$ cat src/rtl/memory_serial_ctrl.sv
// Serialises full-width word read/write requests into NUM_MEM_UNITS unit-wide
// accesses on one memory port with a registered one-cycle read latency.
module memory_serial_ctrl #(
    parameter int BUS_SIZE       = 32,
    parameter int ADDR_WIDTH     = 4,
    parameter int NUM_MEM_UNITS  = 4,
    parameter int LANE_BITS      = 2,
    parameter int MEM_UNIT_WIDTH = BUS_SIZE / NUM_MEM_UNITS
) (
    input  logic                            clk,
    input  logic                            reset,
    input  logic                            req_valid,
    input  logic                            req_write,
    input  logic [ADDR_WIDTH-LANE_BITS-1:0] req_addr,
    input  logic [BUS_SIZE-1:0]             req_wdata,
    output logic                            req_ready,
    output logic                            rsp_valid,
    output logic [BUS_SIZE-1:0]             rsp_rdata,
    output logic                            mem_read,
    output logic                            mem_write,
    output logic [ADDR_WIDTH-1:0]           mem_address,
    output logic [MEM_UNIT_WIDTH-1:0]       mem_wdata,
    input  logic [MEM_UNIT_WIDTH-1:0]       mem_rdata
);

    localparam int WORD_BITS = ADDR_WIDTH - LANE_BITS;
    localparam logic [LANE_BITS-1:0] LAST_LANE = LANE_BITS'(NUM_MEM_UNITS - 1);

    typedef enum logic [2:0] {
        IDLE,
        WRITE,
        READ,
        DRAIN,
        RESP
    } state_t;

    state_t                 state_q;
    state_t                 state_d;
    logic [WORD_BITS-1:0]   addr_q;
    logic [LANE_BITS-1:0]   lane_q;
    logic [LANE_BITS-1:0]   prev_lane;
    logic [BUS_SIZE-1:0]    wdata_q;
    logic [BUS_SIZE-1:0]    rdata_q;

    always_ff @(posedge clk) begin
        if (reset) begin
            state_q <= IDLE;
        end else begin
            state_q <= state_d;
        end
    end

    // Strobes and handshakes are forced low while reset is held, even before
    // the first clock edge has cleared the state register.
    always_comb begin
        state_d   = state_q;
        req_ready = 1'b0;
        mem_write = 1'b0;
        mem_read  = 1'b0;
        rsp_valid = 1'b0;
        case (state_q)
            IDLE: begin
                req_ready = ~reset;
                if (req_valid) begin
                    state_d = req_write ? WRITE : READ;
                end
            end
            WRITE: begin
                mem_write = ~reset;
                if (lane_q == LAST_LANE) begin
                    state_d = RESP;
                end
            end
            READ: begin
                mem_read = ~reset;
                if (lane_q == LAST_LANE) begin
                    state_d = DRAIN;
                end
            end
            DRAIN: begin
                state_d = RESP;
            end
            RESP: begin
                rsp_valid = ~reset;
                state_d   = IDLE;
            end
            default: begin
                state_d = IDLE;
            end
        endcase
    end

    assign prev_lane = lane_q - 1'b1;

    // Read data returns one cycle behind its address, so each READ cycle after
    // the first fills the previous lane and DRAIN fills the last one.
    always_ff @(posedge clk) begin
        if (reset) begin
            addr_q  <= '0;
            lane_q  <= '0;
            wdata_q <= '0;
            rdata_q <= '0;
        end else begin
            case (state_q)
                IDLE: begin
                    lane_q <= '0;
                    if (req_valid) begin
                        addr_q  <= req_addr;
                        wdata_q <= req_wdata;
                    end
                end
                WRITE: begin
                    lane_q <= lane_q + 1'b1;
                end
                READ: begin
                    lane_q <= lane_q + 1'b1;
                    if (lane_q != '0) begin
                        rdata_q[int'(prev_lane)*MEM_UNIT_WIDTH +: MEM_UNIT_WIDTH] <= mem_rdata;
                    end
                end
                DRAIN: begin
                    rdata_q[(NUM_MEM_UNITS-1)*MEM_UNIT_WIDTH +: MEM_UNIT_WIDTH] <= mem_rdata;
                end
                default: begin
                end
            endcase
        end
    end

    assign mem_address = {addr_q, lane_q};
    assign mem_wdata   = wdata_q[int'(lane_q)*MEM_UNIT_WIDTH +: MEM_UNIT_WIDTH];
    assign rsp_rdata   = rdata_q;

endmodule

$ cat config.mk
export PLATFORM = sky130hd
export DESIGN_NAME = memory_serial_ctrl
export DESIGN_NICKNAME = d
export VERILOG_FILES = /design/src/rtl/memory_serial_ctrl.sv
export SDC_FILE = /design/constraint.sdc
export NUM_CORES = 1
export LEC_CHECK = 0
export CAP_MARGIN = 20
export CORE_ASPECT_RATIO = 2
export CORE_MARGIN = 5
export CORE_UTILIZATION = 50
export CTS_CLUSTER_DIAMETER = 150
export DETAILED_ROUTE_END_ITERATION = 16
export PLACE_DENSITY = 0.85
export SYNTH_ARGS = -nofsm -noshare
export SYNTH_HDL_FRONTEND = slang
export SYNTH_SLANG_ARGS = --single-unit
$ cat constraint.sdc
create_clock -name clk -period 4.8 [get_ports clk]
set_clock_uncertainty 0.05 [all_clocks]
set_input_delay 1.44 -clock clk [delete_from_list [all_inputs] [get_ports clk]]
set_output_delay 1.44 -clock clk [all_outputs]
set_load 0.05 [all_outputs]
==> results of run 1 <==
worst reg2reg max path, cell delays in order (launching register included):
cell,delay [ps]
dfxtp_1,910
inv_1,250
ha_1,430
inv_1,80
nor3_1,690
nand3_1,150
a21oi_1,180
final cells by class:
type	instances	area [um2]	share of cell area [%]
clock inverters	4	45.04	1.089
flip-flops and latches	71	1421	34.36
multi-input cells	235	1374	33.21
repair buffers	96	958.4	23.17
well taps	61	76.32	1.845
inverters	4	15.01	0.3630
clock buffers	12	246.5	5.959
how the worst min path moves through the flow:
stage / slack, ps / depth (start not counted) / to / from
4_1_cts: 410 / 2 / wdata_q[27] / wdata_q[27]
6_report: 400 / 2 / wdata_q[10] / wdata_q[10]
2_1_floorplan: 380 / 2 / wdata_q[16] / wdata_q[16]
3_3_place_gp: 390 / 2 / rsp_rdata[12] / rsp_rdata[12]
3_5_place_dp: 390 / 2 / rsp_rdata[12] / rsp_rdata[12]
5_1_grt: 420 / 2 / wdata_q[23] / wdata_q[23]
layer usage:
layer | vias up | global-route usage, %
met3 | 20 | 5.556
met4 | 0 | 10.73
met1 | 1253 | 20.29
met5 | - | 0
met2 | 84 | 39.38
li1 | 1313 | -
Yosys cell counts, types with 2 or more instances:
cell,count
nand2_1,95
dfxtp_1,71
a21oi_1,60
nand3_1,24
clkbuf_1,10
a22o_1,8
mux4_2,8
buf_6,7
ha_1,7
buf_2,4
inv_1,4
nor2_1,4
and2_1,3
buf_4,3
nor3_1,3
nor4_1,3
nor2b_1,2
nor3_2,2
nor4b_1,2
nor4b_4,2
power by group through the flow:
stage | Clock, mW | Combinational [mW] | Sequential, mW
global placement | 0 | 0.208 | 0.653
floorplan | 0 | 0.144 | 0.649
finish | 0.648 | 0.219 | 0.643
global route | 0.684 | 0.235 | 0.647
CTS | 0.655 | 0.214 | 0.643
detailed placement | 0 | 0.213 | 0.655
through the flow:
| step | std cells | instance area, um2 | total power [mW] | hold slack [ps] |
|---|---|---|---|---|
| after floorplan | 335 | 2974 | 0.7926 | 383.1 |
| after global placement | 466 | 3817 | 0.8614 | 387.9 |
| after detailed placement | 466 | 3817 | 0.8684 | 393.4 |
| after CTS | 482 | 4109 | 1.513 | 405.1 |
| after global routing | 483 | 4136 | 1.566 | 424.2 |
| final | 483 | 4136 | 1.510 | 402.9 |
logic make-up (layout without fill, tap and decap cells):
logic type      count (synthesis)  count (layout)
mux                             9               9
xor+xnor                        1               1
compound gates                 74              74
buf+inv                        29             116
flops                          71              71
fa+ha+maj                       7               7
simple gates                  144             144
state kept, by name, summed over array words and instances (netlist names):
name,cells
addr_q,2
state_q,3
rsp_rdata,32
wdata_q,32
lane_q,2
==> reports/results.tsv, run 1 <==
metric	value	unit
most frequent cells in the layout	95 x nand2_1, 88 x clkdlybuf4s50_1, 71 x dfxtp_1	
initial drt markers	143	
top fanout value on the critical path	19	
Final Cycle Share	85.58	%
type of origin of the critical path	register	
r2r setup slk	1980	ps
Post-route DRC	0	
Place WS	989.9	ps
clock latency on the worst-skew pair	330	ps
Metal-1 WL	2825	um
CP arrival	2620	ps
# fillers	446	
CTS Hold Bufs	0	
mux contribution to synthesized area	6.437	%
Clock transition at path regs	50	ps
Leak	1.485	nW
slew margin rel.	39.34	%
CTS HTree Levels	3	
Sum Neg Setup Slack	0	ps
highest clock rate	243.4	MHz
Ports	94	
Crit path buffers/inverters	1	
GRT Overall Usage	21.00	%
Reg-to-Reg Start	lane_q[0]	
antenna cell count	0	
peak supply drop	0.2644	mV
Clock Sinks	71	
Int Pwr	1.125	mW
RePlAce Congestion	0.8259	
RSZ-0062 raised after global routing	no	
status	complete, no violations	
Crit. End Element	output pin	
CTS max path bufs	2	
DRT Pass-1 Iters	4	
count of final setup violators	0	
HPWL Detailed	5705	um
Synth Net Count	388	
Final Util	71.84	%
mapped cell area	2974	um2
final WL	7929	um
share of layout cells above drive strength 1	8.531	%
simple-gate share of the synthesized area	22.63	%
met2 WL post-DR	4398	um
CTS tree	yes	
Syn Inst Count	335	
sequential power share	42.6	%
highest cell delay on the worst timing path	910	ps
Sw Share	25.49	%
nets@finish	470	
post-CTS sizing	0	
required time worst endpoint	3310	ps
Reg-to-Reg End	rsp_rdata[13]	
Slowest-stage cell, CP	dfxtp_1	
Synth Area per Inst	8.878	um2
synth unique cells	33	
Core Area	5758	um2
Worst path top cell family by delay	flip-flops	
first-pass GRT wire length	12460	um
sequential element share of the synthesized area	47.79	%
FP Rows	39	
Synth Flop Type	dfxtp_1	
number of global-route vias before repair	2631	
initial core utilization	51.65	%
Post-synth ARST share	0	%
DR vias/cell	5.528	
Synth Area in XOR/XNOR	0.2945	%
highest routed layer	met4	
top-area cell type share of the netlist area	47.79	%
worst r2r path cells	6	
origin of the worst setup path	lane_q[0]	
type of the worst min-delay path	reg2reg	
critical path start-end classification	reg2out	
# Post-CTS Setup Buffers	0	
CP cell instances	mux4_2 > clkdlybuf4s50_1	
Die W	64.54	um
pwr dens	365.2	nW/um2
largest net degree at the start of global routing	66	
#FFs+latches synth	71	
vias	2670	
number of synthesized flops with an enable pin	0	
number of I/O port buffers	93	
worst slew pin tran	908.6	ps
Final WS setup	692.0	ps
Die Y-Extent	119.1	um
commonest non-fill, non-tap cell in the layout	nand2_1	
Die ar.	7684	um2
Synth area leader	dfxtp_1	
Max Cap Viol	0	
Fin. Hold Viols	0	
Psw	385.1	uW
Layout area overhead	39.08	%
initial antenna violation count	0	
cts bufs inserted	9	
DR WL met3	440	um
Pins Over Slew Limit	0	
mean routed wirelength per cell	16.42	um
Synth Area in Adders	2.945	%
largest family of logic cells by synthesized area	simple AND/OR/NAND/NOR gates	
grt ovf	0	
Synthesis Warnings	0	
root buf cell	clkbuf_16	
Worst setup endpoint	mem_wdata[4]	
Synth Area in Compound Gates	13.88	%
logic gate share of total power	14.5	%
crit path time final	4108	ps
clock network power share	42.9	%
Final ANT Viol Nets	0	
critical path depth in cells	2	
most area-consuming cells after synthesis	dfxtp_1 48%, nand2_1 12%, a21oi_1 10%	
(Power assumes the default switching activity.)
==> run 2, diff against run 1 <==
SLEW_MARGIN = 20   (was unset)
==> reports/results.tsv, run 2 (synthesis gave the netlist of run 1 again) <==
metric	value	unit
Fin. Hold Viols	0	
sequential power share	42.8	%
required time worst endpoint	3310	ps
crit path time final	4100	ps
number of I/O port buffers	93	
GRT Overall Usage	21.00	%
Clock Sinks	71	
highest clock rate	243.9	MHz
HPWL Detailed	5705	um
initial core utilization	51.65	%
RePlAce Congestion	0.8259	
Slowest-stage cell, CP	dfxtp_1	
Ports	94	
post-CTS sizing	0	
largest net degree at the start of global routing	66	
CTS Hold Bufs	0	
mean routed wirelength per cell	16.28	um
Multi-input gate area	1374	um2
root buf cell	clkbuf_16	
worst r2r path cells	6	
cts bufs inserted	9	
Post-route DRC	0	
Final Cycle Share	85.42	%
Psw	381.1	uW
nets@finish	469	
pwr dens	365.5	nW/um2
WHS Endpoint	wdata_q[17]	
type of the worst min-delay path	reg2reg	
CTS tree	yes	
FP Rows	39	
final WL	7845	um
WHS Path Cells	2	
Die Y-Extent	119.1	um
Final WS setup	699.8	ps
Leak	1.471	nW
# Post-CTS Setup Buffers	0	
Die W	64.54	um
hold wc startpoint	wdata_q[17]	
clock network power share	43.0	%
most frequent cells in the layout	95 x nand2_1, 88 x clkdlybuf4s50_1, 71 x dfxtp_1	
register area	1421	um2
Reg-to-Reg End	rsp_rdata[13]	
Reg-to-Reg Start	lane_q[0]	
Clock transition at path regs	50	ps
DR vias/cell	5.558	
first-pass GRT wire length	12460	um
Sw Share	25.38	%
vias	2679	
r2r setup slk	1980	ps
# fillers	447	
Core Area	5758	um2
antenna cell count	0	
top fanout value on the critical path	19	
logic gate share of total power	14.2	%
critical path start-end classification	reg2out	
worst slew pin tran	907.7	ps
CP arrival	2610	ps
DRT Pass-1 Iters	4	
initial antenna violation count	0	
share of layout cells above drive strength 1	8.551	%
initial drt markers	152	
Final ANT Viol Nets	0	
Int Pwr	1.121	mW
Max Cap Viol	0	
grt ovf	0	
RSZ-0062 raised after global routing	no	
Die ar.	7684	um2
count of final setup violators	0	
Place WS	989.9	ps
clock latency on the worst-skew pair	330	ps
slew margin rel.	39.41	%
status	complete, no violations	
Pins Over Slew Limit	0	
CP cell instances	mux4_2 > clkdlybuf4s50_1	
commonest non-fill, non-tap cell in the layout	nand2_1	
PnR Total Power	1.502	mW
type of origin of the critical path	register	
CTS max path bufs	2	
number of global-route vias before repair	2631	
highest cell delay on the worst timing path	910	ps
Crit. End Element	output pin	
CTS HTree Levels	3	
peak supply drop	0.2586	mV
Layout area overhead	38.16	%
-- run 2: stage by stage --
step                hold WS [ps]  TNS [ps]  area, um2  utilization, %  instances
finish                     402.0         0       4109           71.36        482
global route               424.2         0       4109           71.36        482
CTS                        405.1         0       4109           71.36        482
detailed placement         393.4         0       3817           66.30        466
global placement           387.9         0       3817           66.30        466
floorplan                  383.1    -213.4       2974               -        335
-- run 2: layout make-up --
cell class	count	share of cell area (%)
timing repair buffer	95	22.66
sequential	71	34.59
clock inverter	4	1.096
clock buffer	12	5.999
multi-input combinational	235	33.43
tap	61	1.857
inverter	4	0.3654
-- run 2: worst max-delay path by stage --
stage                   start            to  slack (ps)  cells past startpoint
global placement    lane_q[0]  mem_wdata[2]        1050                      2
finish              lane_q[0]  mem_wdata[4]         700                      2
detailed placement  lane_q[0]  mem_wdata[4]         990                      2
global route        lane_q[0]  mem_wdata[4]         530                      2
floorplan               reset     mem_write        -110                      3
CTS                 lane_q[0]  mem_wdata[4]         640                      2
-- run 2: power groups by stage --
stage                     Sequential (mW)  Combinational, mW  Clock (mW)
after floorplan                     0.649              0.144           0
after global placement              0.653              0.208           0
after detailed placement            0.655              0.213           0
after CTS                           0.643              0.214       0.655
after global routing                0.647              0.229       0.682
final                               0.643              0.213       0.646
-- run 2: layer usage --
metal / GRT usage, % / share of wire, % / vias up
met5: 0 / 0 / -
met4: 10.73 / 2.8 / 0
met3: 5.556 / 5.6 / 21
met2: 39.38 / 56 / 90
met1: 20.29 / 36 / 1261
li1: - / - / 1307
-- run 2: critical path: cells and delay by family, from the launching register on --
family   cells  cell delay [ps]
flops        1              910
buf+inv      1              740
mux          1              620
